--- src/rtl/seq_serializer.sv ---
// seq_serializer: one-word-buffered parallel-to-serial shifter; optional even parity bit per frame under `SEQ_SER_PARITY_EN.
// Latency: first bit on seq_out the cycle after the word loads (2 cycles after handshake when idle); back-to-back frames have no gap.
// Backpressure: data_ready = holding register empty (and not in reset); it never depends on data_valid.
module seq_serializer #(
   parameter int WIDTH      = 8,
   parameter bit IDLE_LEVEL = 1'b0,
   parameter bit MSB_FIRST  = 1'b1
) (
   input  logic             clk,
   input  logic             reset,
   input  logic [WIDTH-1:0] data_in,
   input  logic             data_valid,
   output logic             data_ready,
   output logic             seq_out,
   output logic             busy,
   output logic             frame_done
);

`ifdef SEQ_SER_PARITY_EN
   localparam int FRAME_LEN = WIDTH + 1;
   typedef enum logic [1:0] {ST_IDLE, ST_SHIFT, ST_PARITY} state_t;
`else
   localparam int FRAME_LEN = WIDTH;
   typedef enum logic [1:0] {ST_IDLE, ST_SHIFT} state_t;
`endif
   localparam int CW = $clog2(FRAME_LEN + 1);
   localparam logic [CW-1:0] LAST_DATA = CW'(WIDTH);

   state_t           state_q, state_d;
   logic [WIDTH-1:0] hold_data_q, hold_data_d;
   logic             hold_valid_q, hold_valid_d;
   logic [WIDTH-1:0] shreg_q, shreg_d;
   logic [CW-1:0]    cnt_q, cnt_d;
   logic             seq_out_q, seq_out_d;
   logic             busy_q, busy_d;
   logic             frame_done_q, frame_done_d;
`ifdef SEQ_SER_PARITY_EN
   logic             parity_q, parity_d;
`endif

   logic frame_last;
   logic load;
   logic accept;

   function automatic logic first_bit(input logic [WIDTH-1:0] w);
      return MSB_FIRST ? w[WIDTH-1] : w[0];
   endfunction

   function automatic logic [WIDTH-1:0] advance(input logic [WIDTH-1:0] w);
      return MSB_FIRST ? (w << 1) : (w >> 1);
   endfunction

   assign data_ready = !hold_valid_q && !reset;
   assign accept     = data_valid && data_ready;

   // The bit on seq_out now is the final one of its frame, so a held word may follow immediately.
   always_comb begin
      frame_last = 1'b0;
      case (state_q)
`ifdef SEQ_SER_PARITY_EN
         ST_PARITY: frame_last = 1'b1;
`else
         ST_SHIFT:  frame_last = (cnt_q == LAST_DATA);
`endif
         default:   frame_last = 1'b0;
      endcase
   end

   assign load = hold_valid_q && ((state_q == ST_IDLE) || frame_last);

   always_comb begin
      state_d      = state_q;
      hold_data_d  = hold_data_q;
      hold_valid_d = hold_valid_q;
      shreg_d      = shreg_q;
      cnt_d        = cnt_q;
      seq_out_d    = seq_out_q;
      busy_d       = busy_q;
      frame_done_d = 1'b0;
`ifdef SEQ_SER_PARITY_EN
      parity_d     = parity_q;
`endif

      if (load) begin
         state_d      = ST_SHIFT;
         seq_out_d    = first_bit(hold_data_q);
         shreg_d      = advance(hold_data_q);
         cnt_d        = CW'(1);
         busy_d       = 1'b1;
         hold_valid_d = 1'b0;
`ifdef SEQ_SER_PARITY_EN
         parity_d     = ^hold_data_q;
`endif
      end else begin
         case (state_q)
            ST_SHIFT: begin
               if (cnt_q == LAST_DATA) begin
`ifdef SEQ_SER_PARITY_EN
                  state_d      = ST_PARITY;
                  seq_out_d    = parity_q;
                  frame_done_d = 1'b1;
`else
                  state_d      = ST_IDLE;
                  seq_out_d    = IDLE_LEVEL;
                  busy_d       = 1'b0;
`endif
               end else begin
                  seq_out_d = first_bit(shreg_q);
                  shreg_d   = advance(shreg_q);
                  cnt_d     = cnt_q + CW'(1);
`ifndef SEQ_SER_PARITY_EN
                  frame_done_d = ((cnt_q + CW'(1)) == LAST_DATA);
`endif
               end
            end
`ifdef SEQ_SER_PARITY_EN
            ST_PARITY: begin
               state_d   = ST_IDLE;
               seq_out_d = IDLE_LEVEL;
               busy_d    = 1'b0;
            end
`endif
            default: begin
               state_d   = ST_IDLE;
               seq_out_d = IDLE_LEVEL;
               busy_d    = 1'b0;
            end
         endcase
      end

      // Accept cannot coincide with a load (ready needs an empty buffer), but order keeps it safe anyway.
      if (accept) begin
         hold_data_d  = data_in;
         hold_valid_d = 1'b1;
      end
   end

   always_ff @(posedge clk or posedge reset) begin
      if (reset) begin
         state_q      <= ST_IDLE;
         hold_data_q  <= '0;
         hold_valid_q <= 1'b0;
         shreg_q      <= '0;
         cnt_q        <= '0;
         seq_out_q    <= IDLE_LEVEL;
         busy_q       <= 1'b0;
         frame_done_q <= 1'b0;
`ifdef SEQ_SER_PARITY_EN
         parity_q     <= 1'b0;
`endif
      end else begin
         state_q      <= state_d;
         hold_data_q  <= hold_data_d;
         hold_valid_q <= hold_valid_d;
         shreg_q      <= shreg_d;
         cnt_q        <= cnt_d;
         seq_out_q    <= seq_out_d;
         busy_q       <= busy_d;
         frame_done_q <= frame_done_d;
`ifdef SEQ_SER_PARITY_EN
         parity_q     <= parity_d;
`endif
      end
   end

   assign seq_out    = seq_out_q;
   assign busy       = busy_q;
   assign frame_done = frame_done_q;

endmodule

--- config.mk ---
export PLATFORM = sky130hd
export DESIGN_NAME = seq_serializer
export DESIGN_NICKNAME = d
export VERILOG_FILES = /design/src/rtl/seq_serializer.sv
export SDC_FILE = /design/constraint.sdc
export NUM_CORES = 1
export LEC_CHECK = 0
export CAP_MARGIN = 10
export CORE_ASPECT_RATIO = 1.4
export CORE_MARGIN = 4
export CORE_UTILIZATION = 25
export DETAILED_ROUTE_END_ITERATION = 7
export HOLD_SLACK_MARGIN = 0.15
export SLEW_MARGIN = 40
export SYNTH_ARGS = -nofsm -noshare
export SYNTH_HDL_FRONTEND = slang
export SYNTH_SLANG_ARGS = --single-unit
export TNS_END_PERCENT = 30
--- constraint.sdc ---
create_clock -name clk -period 5.5 [get_ports clk]
set_clock_uncertainty 0.2 [all_clocks]
set_input_delay 0.55 -clock clk [delete_from_list [all_inputs] [get_ports clk]]
set_output_delay 0.55 -clock clk [all_outputs]
set_load 0.005 [all_outputs]
==> flow_summary.toml, run 1 <==
[run_status]
outcome = "complete, no violations"

[synthesis]
syn-cell-area_um2 = 1100
syn-instance-count = 83
yosysWarnings = 0
synth_top_area_cell = "dfrtp_1"
synth.distinct_cells = 23
synth.area.top_cells = "dfrtp_1, mux2_2, mux2_4"
ys_ff_latch = 23
synth_seq_area_share_pct = 52.5
netlist.area_leader.share_pct = 52.5
synth_area_per_cell_um2 = 13.2
synth_nets = 97

[floorplan]
die_h_um = 86.3
die_x_um = 64.0
io_pins = 15
start_util_pct = 25.9
dieArea_um2 = 5520
row_count = 28
core_um2 = 4240

[power]
p_sw_share_pct = 31.0
total_power_w = 0.000633
ir_drop_mv = 0.0968
p_int_w = 0.000436
seqPwrFrac_pct = 47.1
power_leakage_nw = 0.586
power-per-cell-area_nw_per_um2 = 476
switching_power_w = 0.000196
comb_power_share_pct = 36.7
power_frac_clock_pct = 16.2

[detailed_routing]
wl_met2_um = 961
drtIter0Drc = 13
drt-total-wl_um = 1770
wl_per_cell_um = 11.2
route.detailed.drc = 0
wl_met1_um = 715
via_count = 649
drt_pass1_iterations = 3
via_per_inst = 4.11
wl_met3_um = 53
topRoutingLayerUsed = "met4"
ant_nets = 0

[placement]
port_buffers = 14
place.gp.congestion = 0.706
place_area_um2 = 1280
hpwl_um = 1290

[critical_path]
end_kind = "output port"
r2r_start = "cnt_q[0]"
path_max_fanout = 2
arrival_ns = 1.62
cp.required_ns = 4.75
crit_type = "primary input to output port"
cp-startpoint = "reset"
r2r_setup_slack_ns = 3.44
worst_setup_path_start_kind = "primary input"

[global_route]
grt_pass1_vias = 707
grt_overflow = 0
grt.total_usage_pct = 7.41
antenna_found_initial = 0
grt_max_degree = 24
grt_pass1_wl_um = 3160

[cts]
hold_buffers = 0
numCtsBuffers = 3
clock_latency_ns = 0.26
cts_setup_buffers = 0
cts_buffer_depth = 2
root_buffer = "clkbuf_8"
cts_tree = "done"
clock_sinks = 23
post_cts_resize_count = 0
clkTransAtPathRegs_ns = 0.08
htree_levels = 1

[finish]
drive_gt1_share_pct = 29.6
diodes = 0
multi_input_area_um2 = 472
seqCellArea_um2 = 576
stdcell_area_um2 = 1330
layout_common_cells = "dfrtp_1, clkdlybuf4s50_1, mux2_2, nand2_1, mux2_4"
area_growth_pct = 21.1
fillCellCount = 438
nets = 113
layout_commonest_cell = "dfrtp_1"

[sta]
max_slew_margin_pct = 54.8
tightest_slew_ns = 0.677
min_period_ns = 2.37
final-setup-viol-count = 0
drv_slew = 0
finalCritPeriodShare_pct = 43.1
finalHoldViolCount = 0
final.setup.tns_ns = 0
rsz0062_at_grt = "no"
max_freq_mhz = 422

[hold_path]
min_from = "shreg_q[6]"
hp-class = "flip-flop to flip-flop"

[run]
maxCapViolCount = 0
==> final timing paths <==
kind | to | cells past startpoint
worst max-delay path | data_ready | 3
worst min-delay path | shreg_q[7] | 1
worst max register to register | shreg_q[2] | 5
worst min register to register | shreg_q[7] | 1
max in group asynchronous | cnt_q[2] | 2
min in group asynchronous | cnt_q[0] | 2
==> registers in the layout, indices dropped and copies added, names as in the netlist <==
| signal | count |
|---|---|
| hold_data_q | 8 |
| shreg_q | 7 |
| cnt_q | 4 |
| busy | 1 |
| frame_done | 1 |
| hold_valid_q | 1 |
| seq_out | 1 |
==> cells in the mapped netlist <==
master / count
o21bai_1: 1
xor2_1: 1
o22ai_1: 1
nand4_1: 1
o21ai_0: 3
and2_1: 1
o21ai_2: 1
mux2i_1: 2
nand2b_1: 1
ha_1: 3
buf_4: 1
inv_1: 5
o211ai_1: 1
mux2_4: 8
nand2_1: 9
nor2_1: 2
dfrtp_1: 23
or4b_1: 1
nor2_2: 1
o2111ai_1: 1
and2_4: 1
mux2_2: 13
buf_6: 2
==> area by class of cell <==
class / count / area share [%]
multi-input combinational: 52 / 35.5
inverter: 5 / 1.41
clock buffer: 3 / 3.11
timing repair buffer: 14 / 10.6
sequential: 23 / 43.4
clock inverter: 1 / 0.377
tap: 60 / 5.66
==> critical path, stage by stage <==
cell and delay, ns:
clkdlybuf4s50_1 0.45, nor2_2 0.11, clkdlybuf4s50_1 0.51
==> per-stage QoR <==
stage          hold WS, ns  setup WS (ns)  util (%)  instances
6_report             0.307           3.13      31.3        158
5_1_grt              0.332           3.05      31.3        158
4_1_cts              0.311           3.11      31.3        158
3_5_place_dp         0.292           3.11      30.2        154
3_3_place_gp         0.286           3.15      30.2        154
2_1_floorplan        0.276           3.78         -         83
==> logic make-up (layout without fill, tap and decap cells) <==
kind of cell / count (synthesis) / in the layout / synth area share, %
AO/OA/AOI/OAI: 8 / 8 / 4.91
XOR/XNOR: 1 / 1 / 0.799
adder cells (fa/ha/maj): 3 / 3 / 3.43
buffers and inverters: 8 / 23 / 4.45
flip-flops: 23 / 23 / 52.5
multiplexers: 23 / 23 / 26.1
AND/OR/NAND/NOR: 17 / 17 / 7.76
==> power groups by stage <==
stage	clock network, W	logic, W	registers, W
2_1_floorplan	0	0.000207	0.000278
3_3_place_gp	0	0.000226	0.000298
3_5_place_dp	0	0.000236	0.000303
4_1_cts	0.000107	0.000236	0.000300
5_1_grt	0.000116	0.000262	0.000308
6_report	0.000103	0.000232	0.000298
==> layer usage <==
metal	vias up	global-route usage, %
met4	0	4.13
met1	322	7.42
met3	5	1.95
li1	312	-
met2	10	13.6
met5	-	0
Power figures use the tool's default switching activity.
==> inputs of run 2 (changes only) <==
==> constraint.sdc (replaced) <==
create_clock -name clk -period 2.5 [get_ports clk]
set_clock_uncertainty 0.2 [all_clocks]
set_input_delay 0.25 -clock clk [delete_from_list [all_inputs] [get_ports clk]]
set_output_delay 0.25 -clock clk [all_outputs]
set_load 0.005 [all_outputs]
==> run 2 against run 1 <==
Against the previous run:
- worst hold slack worse by 0.13 ns
- sequential power up 120%
- final cell count increased by 0.63%
- sequential cell count unchanged
- critical path type is now flip-flop to flip-flop
- largest cell class unchanged
- highest routed layer unchanged
==> flow_summary.toml, run 2 (synthesized netlist as in run 1, its figures left out) <==
[sta]
finalHoldViolCount = 0
final.setup.tns_ns = 0
max_freq_mhz = 498
rsz0062_at_grt = "no"
tightest_slew_ns = 0.638
min_period_ns = 2.01
max_slew_margin_pct = 57.5
finalCritPeriodShare_pct = 80.3
final-setup-viol-count = 0
drv_slew = 0

[cts]
post_cts_resize_count = 0
hold_buffers = 0
clock_latency_ns = 0.26
clock_sinks = 23
htree_levels = 1
cts_buffer_depth = 2
cts_tree = "done"
root_buffer = "clkbuf_8"
cts_setup_buffers = 0
clkTransAtPathRegs_ns = 0.08
numCtsBuffers = 3

[finish]
nets = 114
area_growth_pct = 21.7
diodes = 0
drive_gt1_share_pct = 28.3
layout_common_cells = "dfrtp_1, clkdlybuf4s50_1, mux2_2, nand2_1, mux2_4"
layout_commonest_cell = "dfrtp_1"
top_regs = "hold_data_q: 8 flops, shreg_q: 7 flops, cnt_q: 4 flops"
postLayoutCoreUtil_pct = 31.5
largest_register_ffs = 8
regMostFlops = "hold_data_q"

[critical_path]
end_kind = "flip-flop"
crit_type = "flip-flop to flip-flop"
arrival_ns = 1.96
worst_setup_path_start_kind = "flip-flop"
cp.required_ns = 2.45
path_max_fanout = 13

[detailed_routing]
route.detailed.drc = 0
drt_pass1_iterations = 4
drt-total-wl_um = 1770
via_per_inst = 4.11
ant_nets = 0
wl_per_cell_um = 11.2
via_count = 653
drtIter0Drc = 41

[global_route]
grt_pass1_vias = 679
grt.total_usage_pct = 7.25
grt_max_degree = 24
grt_pass1_wl_um = 3110
antenna_found_initial = 0
grt_overflow = 0

[run]
maxCapViolCount = 0

[placement]
hpwl_um = 1300
port_buffers = 14
place.gp.congestion = 0.708

[power]
power_leakage_nw = 0.589
comb_power_share_pct = 36.9
p_sw_share_pct = 31.0
power_frac_clock_pct = 16.2
ir_drop_mv = 0.276
power-per-cell-area_nw_per_um2 = 1050
switching_power_w = 0.000434
total_power_w = 0.00140
seqPwrFrac_pct = 46.8
p_int_w = 0.000965

[run_status]
outcome = "complete, no violations"

[floorplan]
start_util_pct = 25.9
dieArea_um2 = 5520
row_count = 28
io_pins = 15
die_x_um = 64.0
die_h_um = 86.3
core_um2 = 4240

[hold_path]
hp-class = "primary input to async pin"
## run 2: cell types whose count changed in the layout (fill, tap and decap cells not counted)
cell and delta:
buf_4 +1, clkbuf_1 +1, clkinv_2 -1, inv_1 +1, inv_2 -1
## run 2: final timing paths
check / startpoint / end / slack [ns] / cells past startpoint
setup reg to reg: cnt_q[0] / shreg_q[2] / 0.49 / 5
hold reg to reg: shreg_q[1] / shreg_q[2] / 0.31 / 1
max in group asynchronous: reset / hold_data_q[7] / 1.70 / 3
hold / removal: reset / hold_data_q[4] / 0.18 / 3
min in group clk: shreg_q[1] / shreg_q[2] / 0.31 / 1
setup / recovery: cnt_q[0] / shreg_q[2] / 0.49 / 5
## run 2: power by group through the flow
stage / Combinational, W / Clock [W] / Sequential (W)
global placement: 0.000499 / 0 / 0.000659
detailed placement: 0.000526 / 0 / 0.000661
global route: 0.000573 / 0.000252 / 0.000685
finish: 0.000517 / 0.000227 / 0.000655
CTS: 0.000526 / 0.000235 / 0.000657
floorplan: 0.000456 / 0 / 0.000612
## run 2: metal layers
layer	GRT usage (%)	vias up	part of all wire, %
met5	0	-	0
met2	12.5	12	52
met4	4.32	0	2.2
met1	8.03	318	42
met3	1.69	6	3.7
li1	-	317	-
## run 2: final cells by class
| cell class | count | area, um2 |
|---|---|---|
| multi-input combinational | 52 | 472 |
| clock buffer | 4 | 45.0 |
| fill | 423 | 2910 |
| tap | 60 | 75.1 |
| sequential | 23 | 576 |
| timing repair buffer | 15 | 148 |
| inverter | 5 | 18.8 |
## run 2: worst max-delay path, stage by stage (launching register included)
cell and delay [ns]:
dfrtp_1 0.44, inv_1 0.08, ha_1 0.18, nand2_1 0.08, o21ai_2 0.51, mux2_2 0.40
## run 2: metrics by stage
stage / hold WS, ns / cells / worst slack [ns] / cell area (um2)
floorplan: 0.0519 / 83 / 0.782 / 1100
global placement: 0.286 / 155 / 0.578 / 1290
detailed placement: 0.290 / 155 / 0.497 / 1290
CTS: 0.191 / 159 / 0.468 / 1330
global route: 0.221 / 159 / 0.379 / 1330
finish: 0.175 / 159 / 0.492 / 1330
==> inputs of run 3 (changes only) <==
==> constraint.sdc (replaced) <==
create_clock -name clk -period 2 [get_ports clk]
set_clock_uncertainty 0.2 [all_clocks]
set_input_delay 0.2 -clock clk [delete_from_list [all_inputs] [get_ports clk]]
set_output_delay 0.2 -clock clk [all_outputs]
set_load 0.005 [all_outputs]
==> run 3 against run 2 <==
Against the previous run:
- utilization grew 0.47 points
- via count increased by 3.1%
- non-clock buffer count is 2 higher
- sequential share of layout area shrank 0.55 points
- combinational power is 25% higher
- sequential cell count unchanged
- final cell count rose by 1.3%
- clock-buffer cell count down 1
- worst setup slack got worse by 0.35 ns
- sequential power up 26%
- largest power group unchanged
- highest routed layer unchanged
==> flow_summary.toml, run 3 (synthesized netlist as in run 1, its figures left out) <==
[global_route]
grt_max_degree = 24
grt_overflow = 0
grt.total_usage_pct = 7.46
grt_pass1_vias = 737
grt_pass1_wl_um = 3220
antenna_found_initial = 0

[power]
ir_drop_mv = 0.278
seqPwrFrac_pct = 47.0
p_int_w = 0.00121
switching_power_w = 0.000545
power-per-cell-area_nw_per_um2 = 1300
p_sw_share_pct = 31.0
comb_power_share_pct = 36.8
total_power_w = 0.00176
power_frac_clock_pct = 16.2
power_leakage_nw = 0.600

[finish]
regMostFlops = "hold_data_q"
largest_register_ffs = 8
postLayoutCoreUtil_pct = 31.9
top_regs = "hold_data_q: 8 flops, shreg_q: 7 flops, cnt_q: 4 flops"
layout_common_cells = "dfrtp_1, clkdlybuf4s50_1, mux2_2, nand2_1, mux2_4"
area_growth_pct = 23.5
layout_commonest_cell = "dfrtp_1"
drive_gt1_share_pct = 30.7
nets = 116
diodes = 0

[sta]
finalCritPeriodShare_pct = 92.8
max_slew_margin_pct = 80.7
final.setup.tns_ns = 0
hold_slack_ns = 0.310
final-setup-viol-count = 0
max_freq_mhz = 539
tightest_slew_ns = 0.290
drv_slew = 0
finalHoldViolCount = 0
rsz0062_at_grt = "no"
min_period_ns = 1.86

[detailed_routing]
route.detailed.drc = 0
via_count = 673
drtIter0Drc = 27
via_per_inst = 4.18
drt_pass1_iterations = 3
wl_per_cell_um = 11.2
ant_nets = 0
drt-total-wl_um = 1810

[hold_path]
hp-class = "flip-flop to flip-flop"

[placement]
place.gp.congestion = 0.688
hpwl_um = 1290
port_buffers = 14

[cts]
cts_setup_buffers = 0
cts_tree = "done"
htree_levels = 1
root_buffer = "clkbuf_8"
cts_buffer_depth = 2
clkTransAtPathRegs_ns = 0.08
clock_sinks = 23
numCtsBuffers = 3
clock_latency_ns = 0.26

[critical_path]
arrival_ns = 1.46
crit_type = "flip-flop to output port"
max_stage_delay_ns = 0.52
worst-path-buf-inv = 1
worst_setup_path_start_kind = "flip-flop"
cpLargestDelayFamily = "flip-flops"
end_kind = "output port"
cp.required_ns = 1.60
path_max_fanout = 14
crit_chain = "nor2_2, clkdlybuf4s50_1"
cp_slowest_cell = "dfrtp_2"

[run_status]
outcome = "complete, no violations"

[floorplan]
die_h_um = 86.3
core_um2 = 4240
start_util_pct = 25.9
die_x_um = 64.0
dieArea_um2 = 5520
row_count = 28
io_pins = 15

[run]
maxCapViolCount = 0
run 3: cell count changes in the layout (fill, tap and decap cells not counted), sizes merged:
| cell | before | now |
|---|---|---|
| clkbuf | 4 | 3 |
| buf | 1 | 2 |
| clkinv | 0 | 1 |
| dlygate4sd3 | 0 | 1 |
run 3: layout make-up:
cell class                      count  area (um2)
Tap cell                           60        75.1
Clock buffer                        3        41.3
Inverter                            5        18.8
Sequential cell                    23         577
Timing Repair Buffer               17         165
Multi-Input combinational cell     52         472
Fill cell                         433        2890
Clock inverter                      1        5.00
run 3: power groups by stage:
| stage | registers [W] | clock network, W | logic [W] |
|---|---|---|---|
| 2_1_floorplan | 0.000765 | 0 | 0.000570 |
| 3_3_place_gp | 0.000824 | 0 | 0.000632 |
| 3_5_place_dp | 0.000828 | 0 | 0.000655 |
| 4_1_cts | 0.000824 | 0.000297 | 0.000655 |
| 5_1_grt | 0.000861 | 0.000315 | 0.000718 |
| 6_report | 0.000825 | 0.000284 | 0.000646 |
run 3: what timing repair did:
action                                  CTS  global route
endpoints found under the setup margin    0             1
hold buffers                              1             0
hold endpoints to repair                 23             0
resized for setup                         0             1
run 3: path summary, 6_finish.rpt:
kind / slack (ns) / depth (start not counted) / endpoint / from
setup reg to reg: 0.23 / 6 / shreg_q[7] / cnt_q[0]
setup / recovery: 0.14 / 2 / data_ready / hold_valid_q
hold reg to reg: 0.31 / 1 / shreg_q[2] / shreg_q[1]
min in group asynchronous: 0.68 / 4 / hold_data_q[4] / reset
hold / removal: 0.31 / 1 / shreg_q[2] / shreg_q[1]
max in group asynchronous: 0.67 / 4 / hold_valid_q / reset
run 3: stage by stage:
stage	setup WS [ns]	area [um2]	std cells
floorplan	0.282	1100	83
global placement	0.310	1300	156
detailed placement	0.249	1300	156
CTS	0.0377	1350	161
global route	0.0941	1350	161
finish	0.145	1350	161
run 3: per-layer routing:
metal	track usage, %	vias to the layer above	part of all wire (%)
li1	-	318	-
met1	8.09	339	43
met2	13.1	12	52
met3	1.69	4	3.7
met4	4.52	0	2.0
met5	0	-	0
